--- src/rtl/pe_ms.sv ---
// Multi-mode systolic processing element: weight-stationary or output-stationary dataflow,
// double-buffered weights, signed/unsigned MAC with optional saturation and a sticky overflow flag.
module pe_ms #(
  parameter int DATA_W = 8,
  parameter int ACC_W  = 24,
  parameter int SIGNED = 1,
  parameter int SAT    = 1
) (
  input  logic              clk,
  input  logic              rst,
  input  logic              clear,
  input  logic              mode,
  input  logic              weight_load,
  input  logic              weight_swap,
  input  logic              drain,
  input  logic [DATA_W-1:0] a_in,
  input  logic              a_valid_in,
  input  logic [DATA_W-1:0] weight_in,
  input  logic [ACC_W-1:0]  psum_in,
  output logic [DATA_W-1:0] a_out,
  output logic              a_valid_out,
  output logic [DATA_W-1:0] weight_out,
  output logic [ACC_W-1:0]  psum_out,
  output logic              ovf
);

  localparam logic [ACC_W-1:0] SMAX = {1'b0, {(ACC_W-1){1'b1}}};
  localparam logic [ACC_W-1:0] SMIN = {1'b1, {(ACC_W-1){1'b0}}};
  localparam logic [ACC_W-1:0] UMAX = {ACC_W{1'b1}};

  // Adds two ACC_W operands one bit wider; returns {overflow, clamped-or-wrapped result}.
  function automatic logic [ACC_W:0] sat_add(input logic [ACC_W-1:0] x, input logic [ACC_W-1:0] y);
    logic [ACC_W:0]   s;
    logic             of;
    logic [ACC_W-1:0] r;
    if (SIGNED != 0) begin
      s  = {x[ACC_W-1], x} + {y[ACC_W-1], y};
      of = s[ACC_W] ^ s[ACC_W-1];
      if (of && (SAT != 0)) begin
        r = s[ACC_W] ? SMIN : SMAX;
      end else begin
        r = s[ACC_W-1:0];
      end
    end else begin
      s  = {1'b0, x} + {1'b0, y};
      of = s[ACC_W];
      if (of && (SAT != 0)) begin
        r = UMAX;
      end else begin
        r = s[ACC_W-1:0];
      end
    end
    return {of, r};
  endfunction

  logic [DATA_W-1:0]   shadow_r;
  logic [DATA_W-1:0]   active_r;
  logic [ACC_W-1:0]    acc_r;
  logic [DATA_W-1:0]   w_s;
  logic [2*DATA_W-1:0] prod_s;
  logic [ACC_W-1:0]    p_ext_s;
  logic [ACC_W-1:0]    ws_sum_s;
  logic [ACC_W-1:0]    os_sum_s;
  logic                ws_ovf_s;
  logic                os_ovf_s;
  logic [ACC_W-1:0]    psum_nxt_s;
  logic [ACC_W-1:0]    acc_upd_s;
  logic [ACC_W-1:0]    acc_nxt_s;
  logic                ovf_upd_s;
  logic                ovf_nxt_s;
  logic [DATA_W-1:0]   wout_nxt_s;

  // Operand select, product and the two candidate sums (psum chain in WS, accumulator in OS).
  always_comb begin
    w_s = mode ? weight_in : active_r;
    if (SIGNED != 0) begin
      prod_s  = $signed({{DATA_W{a_in[DATA_W-1]}}, a_in}) * $signed({{DATA_W{w_s[DATA_W-1]}}, w_s});
      p_ext_s = ACC_W'($signed(prod_s));
    end else begin
      prod_s  = {{DATA_W{1'b0}}, a_in} * {{DATA_W{1'b0}}, w_s};
      p_ext_s = ACC_W'(prod_s);
    end
    {ws_ovf_s, ws_sum_s} = sat_add(psum_in, p_ext_s);
    {os_ovf_s, os_sum_s} = sat_add(acc_r, p_ext_s);
  end

  // Next-state for psum_out, accumulator, overflow flag and weight chain.
  always_comb begin
    psum_nxt_s = psum_in;
    acc_upd_s  = acc_r;
    ovf_upd_s  = ovf;
    wout_nxt_s = weight_out;
    if (!mode) begin
      if (a_valid_in) begin
        psum_nxt_s = ws_sum_s;
        ovf_upd_s  = ovf | ws_ovf_s;
      end else begin
        psum_nxt_s = psum_in;
      end
      if (weight_load) begin
        wout_nxt_s = weight_in;
      end else begin
        wout_nxt_s = weight_out;
      end
    end else begin
      wout_nxt_s = weight_in;
      if (drain) begin
        // Drain emits the pre-update value and restarts the sum with this cycle's product.
        psum_nxt_s = acc_r;
        acc_upd_s  = a_valid_in ? p_ext_s : {ACC_W{1'b0}};
      end else if (a_valid_in) begin
        acc_upd_s = os_sum_s;
        ovf_upd_s = ovf | os_ovf_s;
      end else begin
        acc_upd_s = acc_r;
      end
    end
    acc_nxt_s = clear ? {ACC_W{1'b0}} : acc_upd_s;
    ovf_nxt_s = clear ? 1'b0 : ovf_upd_s;
  end

  // Weight double buffer; a simultaneous load+swap moves the old shadow into active.
  always_ff @(posedge clk or negedge rst) begin
    if (!rst) begin
      shadow_r <= {DATA_W{1'b0}};
      active_r <= {DATA_W{1'b0}};
    end else begin
      if (weight_load) shadow_r <= weight_in;
      if (weight_swap) active_r <= shadow_r;
    end
  end

  // Registered outputs and accumulator state.
  always_ff @(posedge clk or negedge rst) begin
    if (!rst) begin
      acc_r       <= {ACC_W{1'b0}};
      ovf         <= 1'b0;
      psum_out    <= {ACC_W{1'b0}};
      weight_out  <= {DATA_W{1'b0}};
      a_out       <= {DATA_W{1'b0}};
      a_valid_out <= 1'b0;
    end else begin
      acc_r       <= acc_nxt_s;
      ovf         <= ovf_nxt_s;
      psum_out    <= psum_nxt_s;
      weight_out  <= wout_nxt_s;
      a_out       <= a_in;
      a_valid_out <= a_valid_in;
    end
  end

endmodule

--- config.mk ---
export PLATFORM = sky130hd
export DESIGN_NAME = pe_ms
export DESIGN_NICKNAME = d
export VERILOG_FILES = /design/src/rtl/pe_ms.sv
export SDC_FILE = /design/constraint.sdc
export NUM_CORES = 1
export LEC_CHECK = 0
export ABC_AREA = 1
export CAP_MARGIN = 15
export CORE_ASPECT_RATIO = 1.25
export CORE_MARGIN = 5
export CORE_UTILIZATION = 59
export DETAILED_ROUTE_END_ITERATION = 12
export PLACE_DENSITY = 0.85
export SETUP_SLACK_MARGIN = 0.15
export SYNTH_ARGS = -nofsm -noshare
export SYNTH_HDL_FRONTEND = slang
export SYNTH_SLANG_ARGS = --single-unit
--- constraint.sdc ---
create_clock -name clk -period 14.3 [get_ports clk]
set_input_delay 1.43 -clock clk [delete_from_list [all_inputs] [get_ports clk]]
set_output_delay 1.43 -clock clk [all_outputs]
set_load 0.1 [all_outputs]
Word-level counts from Yosys, hierarchy flattened
Index checks and enable logic that the tools add are counted.
Storage, ports and cells
  register bits: 82
  output and inout bits: 42
Cells by class
  add/sub/neg operators: 2
  multiply operators: 1
  equal/unequal tests: 1
  muxes and demuxes: 20
  bitwise logic cells: 4
  reductions and logical operators: 6
Operator list (count)
  $mux W24: 12
  $add A24 B16 Y25: 2
  $mux W8: 3
  $mul A8 B8 Y16: 1
  $reduce_bool A3 Y1: 2
  $mux W1: 5
  $reduce_bool A2 Y1: 2
  $ne A3 B3 Y1 const B: 1
  $reduce_and A3 Y1: 1
  $or A1 B1 Y1: 2
  $reduce_and A2 Y1: 1
  $xor A1 B1 Y1: 2

Depth between registers and ports, before layout
Gate-level depths: netlist (run 1).
  depth after elaboration: 9
  gate-level depth with buffers: 39
  gate-level depth less buffers: 38

Worst setup path after synthesis (run 1)
Ideal clock, no wire load.
  path kind: input -> register
  from: input port mode
  to: register acc_r[22]
  setup time: 0.117 ns
  data arrival time: 7.496 ns
  required time: 14.183 ns
  slack: 6.687 ns
  stages: 35
  cells stage by stage: buf_2 clkbuf_1 o21ai_1 nor2_1 inv_1 fa_1 inv_1 fa_1 inv_1 fa_1 inv_1 fa_1 ha_1 inv_1 nor3_1 nand3_1 nand3_1 inv_1 nand2_1 nand2_1 inv_1 ha_1 a21oi_2 nand2_1 a21oi_1 nand3_2 nand2_1 nand2_2 nand2_4 nand2_8 inv_6 buf_8 nand3_2 nand3_1 nand2_1
On the way
  longest elaborated chain between the ends: 9
  elaborated cells between the ends (all ways): 13
RTL lines
  start: declaration: RTL line 12  | input logic mode,
  $mux W8: RTL line 75  | w_s = mode ? weight_in : active_r;
  $mul A8 B8 Y16: RTL line 77  | prod_s = $signed({{DATA_W{a_in[DATA_W-1]}}, a_in}) * $signed({{DATA_W{w_s[DATA_W-1]}}, w_s});
  $add A24 B16 Y25: RTL line 37  | s = {x[ACC_W-1], x} + {y[ACC_W-1], y};
  $mux W24 / $xor A1 B1 Y1 (equally long branches): RTL line 40, 38
  $mux W24: RTL line 39  | if (of && (SAT != 0)) begin
  $mux W24: RTL line 111  | end else if (a_valid_in) begin
  $mux W24: RTL line 107  | if (drain) begin
  $mux W24: RTL line 93  | if (!mode) begin
  $mux W24: RTL line 118  | acc_nxt_s = clear ? {ACC_W{1'b0}} : acc_upd_s;
  end signal: assignment: RTL line 136  | acc_r <= {ACC_W{1'b0}};
  end signal: assignment: RTL line 143  | acc_r <= acc_nxt_s;
  end: declaration: RTL line 58  | logic [ACC_W-1:0] acc_r;
Parallel ways exist; a longest one is shown, timed or not. The select of a mux whose other input is x is not followed.
A chain may end at the register's enable or synchronous reset.

Worst setup path after layout (run 1)
  from: input port mode
  to: register acc_r[4]
Same word-level chain as after synthesis.

==> key figures, run 1 <==
Critical path
  • Worst Setup Path Type: in -> reg
  • Worst R2R Setup Slack: 6.84 ns
  • Worst setup EP type: register
  • WP data arrival: between 9 and 10 ns
  • Crit path top cell by count: inv_1
  • Critical Path RT: ~15 ns
  • Crit Path Max Fanout: 44
  • Crit-path max cell delay: 0.68 ns
  • Slowest stage cell, crit path: fa_1
  • Critical path startpoint category: primary input

Clock tree
  • Clock slew at reported path FFs: 0.08 ns
  • CTS buffer count: 9
  • H-tree depth: 3
  • Clock Latency Late Sink: 0.36 ns
  • Cts repair resizes: 0
  • Setup bufs post-CTS: 0
  • Deepest clock path buffer count: 2
  • TritonCTS clock tree: done
  • Clk sink count: 82
  • Clock Root Buffer: clkbuf_16
  • Post-cts hold buffer count: 0

Cells and area
  • Layout Nets: 1634
  • Area of the multi-input gates: about 0.0066 mm2
  • Commonest non-fill, non-tap cell in the layout: nand2_1
  • Final instance area: 0.0110 mm2
  • Layout fillers: 1395
  • Share of cells above drive strength 1: 5.70%
  • Antenna diode count: 0
  • Non-Filler Instances: 1672
  • Register area: just over 0.002 mm2
  • Syn-to-layout area delta: 14.3%
  • Commonest cells after routing, fill and taps aside: nand2_1, inv_1, nor2_1

STA
  • Min Hold Slack: 0.493 ns
  • Fin crit share: 62.7%
  • Final TNS setup: 0 ns
  • Fin. Hold Viols: 0
  • Worst-Margin Slew: around 1 ns
  • Finish-stage setup viols: 0
  • Fmax: 0.112 GHz
  • Max-slew violations: 0
  • RSZ-0062 raised after global routing: false
  • Setup Skew: between 0.01 and 0.015 ns
  • Max-slew headroom: approximately 33%
  • Tmin final: 8.96 ns

Synthesis
  • Top_reg_cell synth: dfrtp_1
  • Number of enable flip-flop cells after synthesis: 0
  • #FFs+latches synth: 82
  • Synth Area per Inst: 6.96 um2
  • Post-synthesis cell type count: 42
  • Asr flop ratio synth: 100%
  • Syn Nets: 1563
  • Gate count after technology mapping: 1380
  • Post-synthesis sequential area ratio: 21.4%
  • Synth Cell Area: 0.00960 mm2
  • Synthesis Warnings: 0

Placement
  • Detailed Place HPWL: 22.0 mm
  • Post-Place Cells: between 1500 and 2000
  • GP Congestion: 1.03
  • Port Buffer Count: 89
  • Dpl cell area: about 0.011 mm2

Worst hold path
  • Min-Delay Path Class: reg -> reg

GRT
  • Vias in the first global route: 9530
  • Global Route Usage Sum: 30.1%
  • Largest net degree at the start of global routing: 83
  • Initial antenna violation count: 0
  • GR Overflow Total: 0
  • First-pass GRT wire length: around 45 mm

Route
  • DR vias/cell: roughly 5.6
  • Detailed Route WL: 27.3 mm
  • Initial drt markers: 920
  • ANT nets after route: 0
  • DRC viols: 0
  • Via count: 9354
  • Wire per inst: about 16 um
  • TritonRoute pass-1 iters: 5

Run status
  • Outcome: completed

Floorplanning
  • Io pins: 90
  • Die X: 124 um
  • Number of cell rows: 52
  • Die Y: ~150 um
  • Die area: 0.0189 mm2
  • Starting Density: 59.8%
  • Core region area: 0.0161 mm2

Flow run
  • Max-cap violations: 0
-- path summary, 6_finish.rpt --
kind | depth (start not counted) | endpoint | start
worst min-delay path | 2 | weight_out[1] | weight_out[1]
worst min register to register | 2 | weight_out[1] | weight_out[1]
worst max register to register | 28 | acc_r[4] | active_r[4]
max in group asynchronous | 2 | acc_r[18] | rst
worst max-delay path | 30 | acc_r[4] | mode
min in group asynchronous | 1 | a_out[4] | rst
-- cells by family (layout without fill, tap and decap cells) --
kind of cell	Yosys count	after routing	synth area share, %
multiplexers	8	8	0.938
buffers and inverters	254	330	10.3
adder cells (fa/ha/maj)	135	135	22.0
AND/OR/NAND/NOR	626	626	27.5
XOR/XNOR	48	48	4.38
AO/OA/AOI/OAI	227	227	13.5
flip-flops	82	82	21.4
-- routing by layer --
metal / track usage (%) / part of all wire [%] / up-vias
met5: 0 / 0 / -
met4: 15.3 / 5.1 / 0
met3: 3.45 / 5.8 / 88
met2: 51.4 / 50 / 378
met1: 36.8 / 39 / 4343
li1: - / - / 4545
-- cell usage after synthesis, types with 2 or more instances --
| master | n | area [um2] |
|---|---|---|
| nand4_1 | 25 | 156 |
| and2_1 | 2 | 12.5 |
| nand2_2 | 16 | 100 |
| o21ai_2 | 2 | 17.5 |
| xnor2_1 | 26 | 228 |
| nor3_1 | 9 | 45.0 |
| clkbuf_1 | 22 | 82.6 |
| inv_1 | 217 | 815 |
| o22ai_2 | 9 | 113 |
| nand2_1 | 340 | 1280 |
| o22ai_1 | 6 | 37.5 |
| fa_1 | 57 | 1140 |
| o21ai_1 | 12 | 60.1 |
| mux2_2 | 8 | 90.1 |
| a21oi_1 | 93 | 465 |
| a21oi_2 | 4 | 35.0 |
| nand2_4 | 4 | 45.0 |
| buf_1 | 2 | 7.51 |
| nor2_1 | 157 | 589 |
| inv_2 | 3 | 11.3 |
| or2_2 | 4 | 25.0 |
| ha_1 | 78 | 976 |
| o211ai_1 | 5 | 37.5 |
| a31oi_1 | 2 | 12.5 |
| xor2_1 | 22 | 193 |
| buf_4 | 2 | 15.0 |
| nor2_2 | 7 | 43.8 |
| o2111ai_1 | 2 | 17.5 |
| nand3_1 | 56 | 280 |
| o21bai_1 | 12 | 90.1 |
| buf_2 | 5 | 25.0 |
| dfrtp_1 | 82 | 2050 |
| o21ai_0 | 76 | 380 |
| a21o_1 | 3 | 22.5 |
| nand3_2 | 3 | 30.0 |
-- sequential cells by signal (all words and copies together), names as in the netlist --
name	cells
a_valid_out	1
shadow_r	8
weight_out	8
ovf	1
a_out	8
active_r	8
psum_out	24
acc_r	24
-- cell type report --
class | instances | area share (%)
multi-input combinational | 1044 | 59.8
sequential | 82 | 18.7
timing repair buffer | 93 | 8.55
inverter | 221 | 7.60
tap | 216 | 2.46
clock buffer | 9 | 2.05
clock inverter | 7 | 0.855
-- critical path, delay by kind of cell --
kind	cells	cell delay (ns)
adders and majority gates	6	2.91
and+or+nand+nor	11	1.87
buffers and inverters	9	1.76
AOI/OAI and AO/OA	4	1.19
-- through the flow --
stage | utilization, % | worst slack, ns
final | 68.3 | 5.34
after global routing | 68.3 | 4.61
after CTS | 68.1 | 5.39
after detailed placement | 66.1 | 5.04
after global placement | 66.1 | 5.31
after floorplan | - | 6.69
Power of run 1 is left out: the tool's default activity adds up to more than one toggle a clock period on the data nets, which glitch-free logic cannot reach.
==> run 2, diff against run 1 <==
- CORE_UTILIZATION: 59 -> 54
- PLACE_DENSITY: 0.85 -> 0.82
- clock period: 14.3 -> 7.53 ns (I/O delays scaled with it)
==> run 2 against run 1 <==
  * Final area up 2.2%
  * Utilization shrank 4.2 points
  * Sequential share of layout area decreased by 0.40 points
  * Cell count rose by 2.0%
  * Register-to-register slack worse by 5.7 ns
  * Sequential cell count unchanged
  * Largest cell class unchanged
  * Worst setup slack worse by 4.8 ns
  * Global-route usage down 2.6 points
  * First-iteration DRC count down 9.5%
==> key figures, run 2 (synthesized netlist as in run 1, its figures left out) <==
Run status
  • Outcome: completed

Critical path
  • Crit Path Max Fanout: 19 (-57%)
  • Critical Path RT: 7.76 ns (-6.79 ns)
  • Worst setup EP type: register
  • Crit path buffers/inverters: 10 (+1)
  • WP data arrival: 7.18 ns (-2.03 ns)
  • Crit-path max cell delay: 0.56 ns (-0.12 ns)
  • Slowest stage cell, crit path: fa_1
  • Critical path startpoint category: primary input
  • Worst Setup Path Type: in -> reg
  • Crit path top cell by count: nand2_1
  • Crit path max-delay family: adder cells

STA
  • Final TNS setup: 0 ns (unchanged)
  • Fin. Hold Viols: 0 (unchanged)
  • Setup Skew: 0.00678 ns (-0.00757 ns)
  • Finish-stage setup viols: 0 (unchanged)
  • Max-slew violations: 0 (unchanged)
  • Tmin final: about 7.0 ns
  • Max-slew headroom: 33.3% (+0.18 points)
  • Min Hold Slack: 0.190 ns (-0.304 ns)
  • Worst-Margin Slew: 0.997 ns (-0.00275 ns)
  • Fmax: roughly 0.14 GHz
  • RSZ-0062 raised after global routing: true
  • Fin crit share: 92.3%

Route
  • Initial drt markers: 833 (-9.5%)
  • Wire per inst: 16.2 um (-0.60%)
  • Detailed Route WL: 27.7 mm (+1.4%)
  • TritonRoute pass-1 iters: 6 (+1)
  • DR vias/cell: 5.54 (-1.0%)
  • Via count: 9442 (+0.94%)
  • ANT nets after route: 0 (unchanged)
  • DRC viols: 0 (unchanged)

Cells and area
  • Antenna diode count: 0 (unchanged)
  • Util after Layout: 64.1% (-4.2 points)
  • Syn-to-layout area delta: 16.8%
  • Commonest non-fill, non-tap cell in the layout: nand2_1
  • Top Registers: acc_r x24, psum_out x24
  • Layout Nets: 1659 (+1.5%)
  • Share of cells above drive strength 1: 7.63% (+1.9 points)
  • Non-Filler Instances: 1705 (+2.0%)
  • Commonest cells after routing, fill and taps aside: nand2_1, inv_1, nor2_1

Flow run
  • Max-cap violations: 0 (unchanged)

Floorplanning
  • Die area: 0.0206 mm2 (+8.6%)
  • Core region area: 0.0175 mm2 (+8.9%)
  • Io pins: 90 (unchanged)
  • Starting Density: 54.9% (-4.9 points)
  • Die X: 129 um (+4.2%)
  • Die Y: 159 um (+4.2%)
  • Number of cell rows: 54 (+3.8%)

Clock tree
  • CTS buffer count: 9 (unchanged)
  • Clock Latency Late Sink: 0.35 ns (about the same)
  • Post-cts hold buffer count: 0 (unchanged)
  • Clock Root Buffer: clkbuf_16
  • Clock slew at reported path FFs: 0.07 ns (about the same)
  • Clk sink count: 82 (unchanged)
  • TritonCTS clock tree: done
  • Deepest clock path buffer count: 2 (unchanged)
  • H-tree depth: 3 (unchanged)

Worst hold path
  • Min-Delay Path Class: in -> async

GRT
  • Initial antenna violation count: 0 (unchanged)
  • Largest net degree at the start of global routing: 78 (-6.0%)
  • GR Overflow Total: 0 (unchanged)
  • Vias in the first global route: 9452 (-0.82%)
  • First-pass GRT wire length: 45.6 mm (+0.27%)
  • Global Route Usage Sum: 27.5% (-2.6 points)

Placement
  • Post-Place Cells: 1689 (+2.1%)
  • Detailed Place HPWL: 22.1 mm (+0.36%)
  • GP Congestion: 1.00 (-2.2%)
  • Port Buffer Count: 89 (unchanged)
run 2: layout make-up:
class | instances | area, um2
Inverter | 221 | 837
Sequential cell | 82 | 2050
Timing Repair Buffer | 118 | 1120
Clock inverter | 7 | 111
Tap cell | 224 | 280
Fill cell | 1599 | 6290
Clock buffer | 9 | 225
Multi-Input combinational cell | 1044 | 6590
run 2: timing repair:
item	in CTS	in global routing
resized for setup	0	9
setup buffers	0	0
setup endpoints to repair	0	47
run 2: per-stage QoR:
stage,area (um2),setup WS [ns]
global route,11200,0.147
finish,11200,0.578
detailed placement,10800,0.0538
global placement,10800,0.163
CTS,11200,0.396
floorplan,9600,0.594
run 2: worst reg2reg max path, delay by kind of cell (launching register included):
family | cells | cell delay, ns
AOI/OAI and AO/OA | 2 | 0.33
adders and majority gates | 6 | 2.73
buffers and inverters | 8 | 0.88
DFF | 1 | 0.38
and+or+nand+nor | 18 | 1.92
run 2: per-layer routing:
metal / vias to the layer above / routed length, um / GRT usage [%]
met5: - / 0 / 0
met4: 0 / 1070 / 10.8
met3: 84 / 1590 / 3.29
met2: 340 / 14000 / 47.6
met1: 4429 / 11100 / 34.4
li1: 4589 / - / -
run 2: final timing paths:
check / start / end / slack, ns / cells after the start
min in group clk: weight_out[5] / weight_out[5] / 0.49 / 2
max in group asynchronous: rst / acc_r[17] / 6.16 / 2
min: rst / a_out[5] / 0.19 / 1
min reg2reg: weight_out[5] / weight_out[5] / 0.49 / 2
max: weight_in[3] / psum_out[10] / 0.58 / 36
max reg2reg: active_r[2] / psum_out[10] / 1.17 / 34
Power of run 2 is left out for the same reason.
